### src/rtl/pipeline_ctrl.sv
// ============================================================================
// pipeline_ctrl
// ----------------------------------------------------------------------------
// Central hazard and sequencing controller for the five-stage pipeline.
// Each cycle it produces the PC enable and the enable/flush controls of the
// IF/ID, ID/EX, EX/MEM and MEM/WB registers. It also latches the halted
// state and keeps two saturating performance counters.
//
// Ports
//   CLK           in   system clock, rising edge
//   nRST          in   asynchronous active-low reset
//   ihit          in   instruction fetch completes this cycle
//   dhit          in   data access completes this cycle
//   dren_mem      in   MEM-stage instruction requests a data read
//   dwen_mem      in   MEM-stage instruction requests a data write
//   id_rs, id_rt  in   source registers of the instruction in ID
//   ex_memread    in   instruction in EX is a load
//   ex_rd         in   destination register of the instruction in EX
//   redirect_mem  in   branch/jump in MEM resolved taken
//   halt_wb       in   halt instruction is in WB
//   pc_en         out  PC loads next value
//   *_en          out  pipeline register loads its input
//   *_flush       out  pipeline register clears at next edge (wins over enable)
//   halted        out  processor halted (registered)
//   stall_cnt     out  RUN cycles with pc_en=0, saturating at 0xFFFF
//   redirect_cnt  out  redirects taken, saturating at 0xFFFF
// ============================================================================
module pipeline_ctrl (
    input  logic        CLK,
    input  logic        nRST,
    input  logic        ihit,
    input  logic        dhit,
    input  logic        dren_mem,
    input  logic        dwen_mem,
    input  logic [4:0]  id_rs,
    input  logic [4:0]  id_rt,
    input  logic        ex_memread,
    input  logic [4:0]  ex_rd,
    input  logic        redirect_mem,
    input  logic        halt_wb,
    output logic        pc_en,
    output logic        if_id_en,
    output logic        id_ex_en,
    output logic        ex_mem_en,
    output logic        mem_wb_en,
    output logic        if_id_flush,
    output logic        id_ex_flush,
    output logic        ex_mem_flush,
    output logic        halted,
    output logic [15:0] stall_cnt,
    output logic [15:0] redirect_cnt
);

    typedef enum logic {
        RUN    = 1'b0,
        HALTED = 1'b1
    } state_t;

    state_t state;
    state_t next_state;

    logic mem_wait;
    logic load_use;
    logic count_stall;
    logic count_redirect;

    assign mem_wait = (dren_mem | dwen_mem) & ~dhit;
    assign load_use = ex_memread & (ex_rd != 5'd0) &
                      ((ex_rd == id_rs) | (ex_rd == id_rt));

    // State register: reset always returns to RUN.
    always_ff @(posedge CLK or negedge nRST) begin
        if (!nRST) begin
            state <= RUN;
        end else begin
            state <= next_state;
        end
    end

    // Next state: a halt reaching WB is terminal until reset.
    always_comb begin
        next_state = state;
        if (state == RUN && halt_wb) begin
            next_state = HALTED;
        end
    end

    // Output decode: fixed-priority hazard resolution. Holding reset low
    // forces every control to 0 regardless of the registered state.
    always_comb begin
        pc_en          = 1'b0;
        if_id_en       = 1'b0;
        id_ex_en       = 1'b0;
        ex_mem_en      = 1'b0;
        mem_wb_en      = 1'b0;
        if_id_flush    = 1'b0;
        id_ex_flush    = 1'b0;
        ex_mem_flush   = 1'b0;
        count_stall    = 1'b0;
        count_redirect = 1'b0;
        if (nRST && state == RUN) begin
            if (halt_wb) begin
                count_stall = 1'b1;
            end else if (mem_wait) begin
                count_stall = 1'b1;
            end else if (redirect_mem) begin
                // The pending fetch is wrong-path, so ihit does not matter.
                pc_en          = 1'b1;
                if_id_flush    = 1'b1;
                id_ex_flush    = 1'b1;
                ex_mem_flush   = 1'b1;
                mem_wb_en      = 1'b1;
                count_redirect = 1'b1;
            end else if (load_use || !ihit) begin
                // Hold IF/ID and the PC, push a bubble into EX, drain the rest.
                id_ex_flush = 1'b1;
                ex_mem_en   = 1'b1;
                mem_wb_en   = 1'b1;
                count_stall = 1'b1;
            end else begin
                pc_en     = 1'b1;
                if_id_en  = 1'b1;
                id_ex_en  = 1'b1;
                ex_mem_en = 1'b1;
                mem_wb_en = 1'b1;
            end
        end
    end

    assign halted = (state == HALTED);

    // Performance counters: saturate at all-ones instead of wrapping.
    always_ff @(posedge CLK or negedge nRST) begin
        if (!nRST) begin
            stall_cnt    <= 16'd0;
            redirect_cnt <= 16'd0;
        end else begin
            if (count_stall && stall_cnt != 16'hFFFF) begin
                stall_cnt <= stall_cnt + 16'd1;
            end
            if (count_redirect && redirect_cnt != 16'hFFFF) begin
                redirect_cnt <= redirect_cnt + 16'd1;
            end
        end
    end

endmodule

### config.mk
export PLATFORM = sky130hd
export DESIGN_NAME = pipeline_ctrl
export DESIGN_NICKNAME = d
export VERILOG_FILES = /design/src/rtl/pipeline_ctrl.sv
export SDC_FILE = /design/constraint.sdc
export NUM_CORES = 1
export LEC_CHECK = 0
export CAP_MARGIN = 10
export CORE_ASPECT_RATIO = 2
export CORE_MARGIN = 3
export CORE_UTILIZATION = 48
export CTS_CLUSTER_SIZE = 16
export DETAILED_ROUTE_END_ITERATION = 7
export PLACE_DENSITY = 0.89
export SYNTH_ARGS = -nofsm -noshare
export SYNTH_HDL_FRONTEND = slang
export SYNTH_SLANG_ARGS = --single-unit
### constraint.sdc
create_clock -name CLK -period 4.6 [get_ports CLK]
set_input_delay 0.46 -clock CLK [delete_from_list [all_inputs] [get_ports CLK]]
set_output_delay 0.46 -clock CLK [all_outputs]
set_load 0.05 [all_outputs]
* Yosys cells after proc, flatten, opt, wreduce, memory -nomap -nowiden *
Cells that the tools add are included.

storage, ports and cells
  output and inout bits = 41
  word-level logic and storage cells = 52
  input bits = 24
  register bits = 33

cells by class
  equal/unequal tests = 4
  add/sub/neg operators = 2
  reduce and logical (&&, ||, !) cells = 7
  muxes and demuxes = 29
  bitwise operators = 7

operators with widths
  kind                   count
  $add 16x1->16 const B  2
  $ne 16x16->1 const B   2
  $mux 1                 29
  $eq 5x5->1             2
  $reduce_bool 5->1      1
  $logic_and 1x1->1      4
  $and 1x1->1            3
  $not 1->1              2
  $or 1x1->1             2
  $logic_not 1->1        1
  $logic_or 1x1->1       1

* Longest topological paths before layout *
Gate-level depths: netlist of the first run.

  depth in word-level cells = 10
  gate-level depth with buffers = 7
  depth with buffers taken out = 7

* Worst setup path after synthesis of the first run *
OpenSTA, ideal clock, no wires.

  path type = input-to-output
  from = input ex_rd[1]
  to = output if_id_en
  cell stages on the path = 6
  data required time = 4.140 ns
  arrival time = 2.828 ns
  buffers on the path = 1
  path slack = 1.312 ns
  cell sequence = or4_1 > o21ai_2 > nand2b_1 > nand2_1 > nor3_1 > buf_4

on the way
  cells in the longest elaborated chain, start to end = 9
  elaborated cells between the ends (all ways) = 12
  those cells by class = 2 x eq/ne; 5 x mux; 3 x bitwise; 2 x reduce/logical

RTL lines
  what                                                    line    text
  start: declaration                                      38      input logic [4:0] ex_rd,
  $eq 5x5->1 / $reduce_bool 5->1 (equally long branches)  69, 68
  $or 1x1->1 / $and 1x1->1 (equally long branches)        69, 68
  $and 1x1->1 *                                           68      assign load_use = ex_memread & (ex_rd != 5'd0) &
  $logic_or 1x1->1 *                                      114     end else if (load_use || !ihit) begin
  $mux 1 * (5 in series)                                  -
  end: declaration                                        42      output logic if_id_en,

Every way passes the cells marked *; elsewhere a longest branch is shown, timed or not.

* Worst setup path in the final report of the first run *
  from = input ex_rd[1]
  to = output id_ex_en

on the way
  cells in the longest elaborated chain, start to end = 9
  elaborated cells between the ends (all ways) = 12
  those cells by class = 2 x eq/ne; 5 x mux; 3 x bitwise; 2 x reduce/logical

RTL lines
  what                                                    line    text
  $eq 5x5->1 / $reduce_bool 5->1 (equally long branches)  69, 68
  $or 1x1->1 / $and 1x1->1 (equally long branches)        69, 68
  $and 1x1->1 *                                           68
  $logic_or 1x1->1 *                                      114
  $mux 1 *                                                114
  $mux 1 *                                                106     end else if (redirect_mem) begin
  $mux 1 *                                                104     end else if (mem_wait) begin
  $mux 1 *                                                102     if (halt_wb) begin
  $mux 1 *                                                101     if (nRST && state == RUN) begin
  end: declaration                                        43      output logic id_ex_en,

Marked as above.

==> results of run 1 <==
through the flow:
step                      worst slack [ns]  cell area (µm²)  utilization (%)  cells  power (W)
after floorplan                      1.312             1847                -    173  0.0003509
after global placement               1.229             2536            69.56    284  0.0003978
after detailed placement             1.181             2536            69.56    284  0.0003992
after CTS                            1.181             2653            72.75    292  0.0006748
after global routing                 1.034             2653            72.75    292  0.0006968
final                                1.206             2653            72.75    292  0.0006702
power breakdown:
part | internal [W] | leakage, nW | switching, W | total, W
clock | 0.000176 | 0.0585 | 0.000101 | 0.000278
combinational | 0.0000404 | 0.662 | 0.0000469 | 0.0000873
sequential | 0.000296 | 0.442 | 0.00000877 | 0.000305
total | 0.000513 | 1.16 | 0.000157 | 0.000670
cell type report:
class / count / area, µm²
clock buffer: 7 / 86.33
clock inverter: 1 / 30.03
fill: 276 / 993.5
inverter: 5 / 18.77
multi-input combinational: 132 / 982.2
sequential: 33 / 825.8
tap: 49 / 61.31
timing repair buffer: 65 / 648.1
cells by family (layout without fill, tap and decap cells):
logic type | after synthesis | in the layout | synth area share, %
AO/OA/AOI/OAI | 12 | 12 | 7.318
XOR/XNOR | 39 | 39 | 18.50
adder cells (fa/ha/maj) | 2 | 2 | 1.355
buffers and inverters | 8 | 78 | 2.099
flip-flops | 33 | 33 | 44.72
multiplexers | 2 | 2 | 1.219
AND/OR/NAND/NOR | 77 | 77 | 24.80
per-layer routing:
metal	vias up	routed length, µm
li1	745	-
met1	762	1411
met2	55	2559
met3	8	189
met4	0	92
met5	-	0
worst paths after layout:
path	to	depth (start not counted)	from
min in group asynchronous	redirect_cnt[15]$_DFFE_PN0P_	2	nRST
max in group asynchronous	stall_cnt[10]$_DFFE_PN0P_	2	nRST
worst max register to register	stall_cnt[1]$_DFFE_PN0P_	6	stall_cnt[0]$_DFFE_PN0P_
worst min-delay path	stall_cnt[13]$_DFFE_PN0P_	1	stall_cnt[13]$_DFFE_PN0P_
worst max-delay path	id_ex_en	7	ex_rd[1]
worst min register to register	stall_cnt[13]$_DFFE_PN0P_	1	stall_cnt[13]$_DFFE_PN0P_
critical path, stage by stage:
cell and delay, ns:
clkdlybuf4s50_1 0.47, or4_1 0.56, o21ai_2 0.17, nand2b_1 0.16, nand2_1 0.08, nor3_1 0.19
clkdlybuf4s50_1 0.85
registers in the layout (all words and copies together), names as in the netlist:
name          count
redirect_cnt     16
stall_cnt        16
halted            1
layout by cell type (no fill, tap or decap), types with 2 or more instances in the layout:
cell type        count
nor4_4               2
clkdlybuf4s50_1     64
nor3_1               8
xnor2_1             23
nand3_1             19
nand2_1             11
inv_1                4
ha_1                 2
nand4_1              5
a2111oi_2            2
and3_1               4
nor3b_1              2
nor2_1              12
xor2_1              16
clkbuf_8             6
mux2_2               2
and4_1               2
dfrtp_1             33
==> qor.csv, run 1 <==
stage,metric,value,unit
logic_synthesis,synth_nets,199,
clock_tree,clk_pin_slew,0.07,ns
logic_synthesis,synthFlopType,dfrtp_1,
grt,grt_pass1_wl,7.327,mm
detailed_routing,wirelength,4.252,mm
sta,hold_viol,0,
clock_tree,post_cts_resized,0,
clock_tree,cts_made_buffers,5,
die,dieArea,4673,µm²
grt,grt_pass1_vias,1598,
clock_tree,ctsHtreeMaxLevel,2,
logic_synthesis,ys_seq_area_share,44.72,%
place,place_hpwl,3.390,mm
pwr,vdd_ir_drop_max,0.2024,mV
setup_path,endpoint_kind,output pin,
sta,rsz0062_at_grt,false,
grt,overflow,0,
detailed_routing,dr.pass1.iters,4,
grt,grt_busiest_layer,met2,
sta,max_freq,294.6,MHz
die,floorplan.initialDensity,50.65,%
setup_path,critPathKind,input pin to output pin,
setup_path,reg2reg_slack,2.43,ns
detailed_routing,via_per_inst,5.377,
setup_path,required,4.14,ns
outcome,run_status,"finished, final reports clean",
sta,setup_viol,0,
die,coreArea,3646,µm²
detailed_routing,ant_nets,0,
die,chipWidth,49.86,µm
grt,met2_usage,39.16,%
grt,met3_usage,3.975,%
die,die_h,93.72,µm
grt,met1_usage,21.04,%
pwr,leakagePower,1.162,nW
pwr,power_density,252.7,nW/µm²
setup_path,start_kind,input pin,
clock_tree,postCtsHoldBufs,0,
logic_synthesis,synth-seq-cells,33,
sta,timing.hold.ws,0.4955,ns
die,io_pins,65,
logic_synthesis,synth.area.top_cells,"dfrtp_1 45%, xnor2_1 11%, xor2_1 7.6%",
grt,grt_use_total,20.44,%
logic_synthesis,async_flop_share,100.0,%
logic_synthesis,yosys_warnings,0,
sta,relSlewSlack,65.36,%
sta,tns,0,ns
place,place_congestion,0.8398,
grt,antenna_found_initial,0,
logic_synthesis,yosysUniqueCellTypes,41,
setup_path,critPathArrivalTime,2.93,ns
clock_tree,postCtsSetupBuffers,0,
sta,fin_skew,0.008456,ns
logic_synthesis,netlist_instances,173,
clock_tree,clockBufferDepth,2,
logic_synthesis,yosys.area.top_type_share,44.72,%
logic_synthesis,netlist_area,1847,µm²
detailed_routing,drc,0,
place,portBuffers,64,
grt,grt_max_degree,34,
cells_and_area,nets,268,
logic_synthesis,yosys-top-cells-count,"33 x dfrtp_1, 23 x xnor2_1, 19 x nand3_1",
logic_synthesis,yosysMostFrequentCell,dfrtp_1,
cells_and_area,area_growth,43.63,%
sta,worstMarginPinSlew,0.5186,ns
cells_and_area,diodes,0,
logic_synthesis,yosysTopAreaCell,dfrtp_1,
detailed_routing,wl_per_cell,14.56,µm
run,cap_violations,0,
sta,drv_slew,0,
clock_tree,cts_sinks,33,
die,rows,31,
clock_tree,clockRootBuffer,clkbuf_8,
worst_hold_path,hp-class,flop to flop,
logic_synthesis,synth_edf_count,0,
detailed_routing,initialDrtViolationCount,16,
detailed_routing,vias,1570,
sta,min_period,3.394,ns
cells_and_area,drive_gt1_share,11.11,%
clock_tree,clk_latency,0.28,ns
sta,timing.final.crit_share,73.78,%
logic_synthesis,avgSynthCellArea,10.67,µm²
setup_path,path_max_fanout,3,
clock_tree,cts_tree,yes,
(Power assumes the default switching activity.)
==> run 2: changes to the inputs <==
--- a/config.mk
+++ b/config.mk
@@ -8,10 +8,10 @@
 export CAP_MARGIN = 10
 export CORE_ASPECT_RATIO = 2
 export CORE_MARGIN = 3
-export CORE_UTILIZATION = 48
+export CORE_UTILIZATION = 41
 export CTS_CLUSTER_SIZE = 16
 export DETAILED_ROUTE_END_ITERATION = 7
-export PLACE_DENSITY = 0.89
+export PLACE_DENSITY = 0.81
 export SYNTH_ARGS = -nofsm -noshare
 export SYNTH_HDL_FRONTEND = slang
 export SYNTH_SLANG_ARGS = --single-unit
==> constraint.sdc (replaced) <==
create_clock -name CLK -period 2.7 [get_ports CLK]
set_input_delay 0.27 -clock CLK [delete_from_list [all_inputs] [get_ports CLK]]
set_output_delay 0.27 -clock CLK [all_outputs]
set_load 0.05 [all_outputs]
==> run 2 against run 1 <==
  * Global-route usage fell by 2.3 points
  * Register-to-register slack got worse by 1.9 ns
  * Non-clock buffer count grew 2
  * Clock skew down 0.0028 ns
  * Sequential power increased by 70%
  * Via count is 1.9% lower
  * Routed wire length is 1.5% lower
  * Design area up 3.9%
  * Total power grew 71%
  * Die area increased by 15%
  * Sequential share of layout area is 1.2 points lower
  * Largest cell class unchanged
  * Largest power group unchanged
==> qor.csv, run 2 (synthesized netlist as in run 1, its figures left out) <==
stage,metric,value,unit
pwr,vdd_ir_drop_max,0.3504,mV
clock_tree,cts_sinks,33,
setup_path,critPathBufInv,2,
setup_path,critPathMaxStageDelay,0.56,ns
place,place_hpwl,3.354,mm
setup_path,critPathKind,input pin to output pin,
setup_path,cp_num_cells,7,
sta,relSlewSlack,65.58,%
setup_path,r2r_end,stall_cnt[1]$_DFFE_PN0P_,
cells_and_area,n_fill_cell,349,
place,place_ws,0.1786,ns
cells_and_area,layout_common_cells,"56 x clkdlybuf4s50_1, 33 x dfrtp_1, 23 x xnor2_1",
clock_tree,clockRootBuffer,clkbuf_8,
sta,timing.hold.ws,0.4887,ns
clock_tree,post_cts_resized,0,
cells_and_area,multi_input_area,987.2,µm²
grt,grt_max_degree,34,
cells_and_area,final_common_cell,clkdlybuf4s50_1,
clock_tree,clk_pin_slew,0.06,ns
clock_tree,postCtsHoldBufs,0,
pwr,power_density,415.4,nW/µm²
sta,drv_slew,0,
sta,tns,0,ns
setup_path,slowest_stage,or4_1,
pwr,fin_total_pwr,0.001145,W
clock_tree,postCtsSetupBuffers,0,
die,chipWidth,53.46,µm
detailed_routing,drc,0,
die,floorplan.initialDensity,43.85,%
setup_path,cp_cell_sequence,clkdlybuf4s50_1 -> or4_1 -> o21ai_2 -> nand2b_1 -> nand2_1 -> nor3_2 -> buf_12,
die,io_pins,65,
clock_tree,cts_made_buffers,5,
setup_path,critPathArrivalTime,2.23,ns
sta,min_period,2.499,ns
die,die_h,100.9,µm
detailed_routing,initialDrtViolationCount,27,
detailed_routing,ant_nets,0,
clock_tree,clockBufferDepth,2,
die,coreArea,4212,µm²
sta,fin_skew,0.005682,ns
outcome,run_status,"finished, final reports clean",
setup_path,reg2reg_slack,0.57,ns
setup_path,ff2ff_path_depth,6,
cells_and_area,nets,270,
setup_path,startpoint,ex_rd[1],
grt,grt_pass1_vias,1658,
sta,worstMarginPinSlew,0.5153,ns
cells_and_area,final_cells,297,
grt,overflow,0,
sta,max_freq,400.2,MHz
grt,grt_pass1_wl,7.355,mm
setup_path,path_max_fanout,3,
detailed_routing,via_per_inst,5.185,
sta,final.setup.worst_slack,0.2014,ns
cells_and_area,area_growth,49.25,%
sta,setup_viol,0,
cells_and_area,drive_gt1_share,15.51,%
setup_path,start_kind,input pin,
setup_path,r2r_start,stall_cnt[0]$_DFFE_PN0P_,
run,cap_violations,0,
grt,grt_use_total,18.11,%
detailed_routing,wl_per_cell,14.10,µm
place,dp.cells,289,
setup_path,crit_path_end,id_ex_en,
sta,hold_viol,0,
detailed_routing,dr.pass1.iters,4,
die,dieArea,5394,µm²
place,place_congestion,0.8056,
place,portBuffers,64,
die,rows,33,
clock_tree,cts_tree,yes,
detailed_routing,vias,1540,
pwr,leakagePower,1.211,nW
sta,rsz0062_at_grt,false,
clock_tree,ctsHtreeMaxLevel,2,
worst_hold_path,hp-class,flop to flop,
setup_path,endpoint_kind,output pin,
cells_and_area,regArea,825.8,µm²
detailed_routing,wirelength,4.189,mm
setup_path,cp_top_family,simple AND/OR/NAND/NOR gates,
grt,antenna_found_initial,0,
clock_tree,clk_latency,0.28,ns
setup_path,required,2.43,ns
cells_and_area,diodes,0,
sta,timing.final.crit_share,92.54,%
==> run 2: final cells by class <==
class	instances	area share, %
inverter	5	0.6809
clock buffer	7	3.132
sequential	33	29.96
multi-input combinational	132	35.81
tap	52	2.360
clock inverter	1	1.089
timing repair buffer	67	26.96
==> run 2: metrics by stage <==
step | utilization (%) | area (µm²)
finish | 65.45 | 2756
floorplan | - | 1852
global route | 65.45 | 2756
CTS | 65.45 | 2756
detailed placement | 62.69 | 2640
global placement | 62.69 | 2640
==> run 2: worst min path at each step <==
| stage | depth (start not counted) | slack [ns] | startpoint | end |
|---|---|---|---|---|
| 6_report | 1 | 0.49 | stall_cnt[13]$_DFFE_PN0P_ | stall_cnt[13]$_DFFE_PN0P_ |
| 5_1_grt | 1 | 0.51 | stall_cnt[15]$_DFFE_PN0P_ | stall_cnt[15]$_DFFE_PN0P_ |
| 4_1_cts | 1 | 0.49 | stall_cnt[13]$_DFFE_PN0P_ | stall_cnt[13]$_DFFE_PN0P_ |
| 3_5_place_dp | 1 | 0.48 | halted$_DFFE_PN0P_ | halted$_DFFE_PN0P_ |
| 3_3_place_gp | 1 | 0.47 | stall_cnt[13]$_DFFE_PN0P_ | stall_cnt[13]$_DFFE_PN0P_ |
| 2_1_floorplan | 0 | -0.03 | nRST | halted$_DFFE_PN0P_ |
==> run 2: routing by layer <==
layer	up-vias	share of wire, %	GRT usage, %
met5	-	0	0
met3	7	4.2	2.667
li1	748	-	-
met2	54	58	32.83
met1	731	35	18.66
met4	0	2.6	10.04
==> run 2: where the power goes <==
part           switching [W]  leakage [nW]  internal (W)
clock network       0.000174        0.0585      0.000301
registers          0.0000148         0.442      0.000505
logic              0.0000806         0.711     0.0000698
total               0.000269          1.21      0.000876
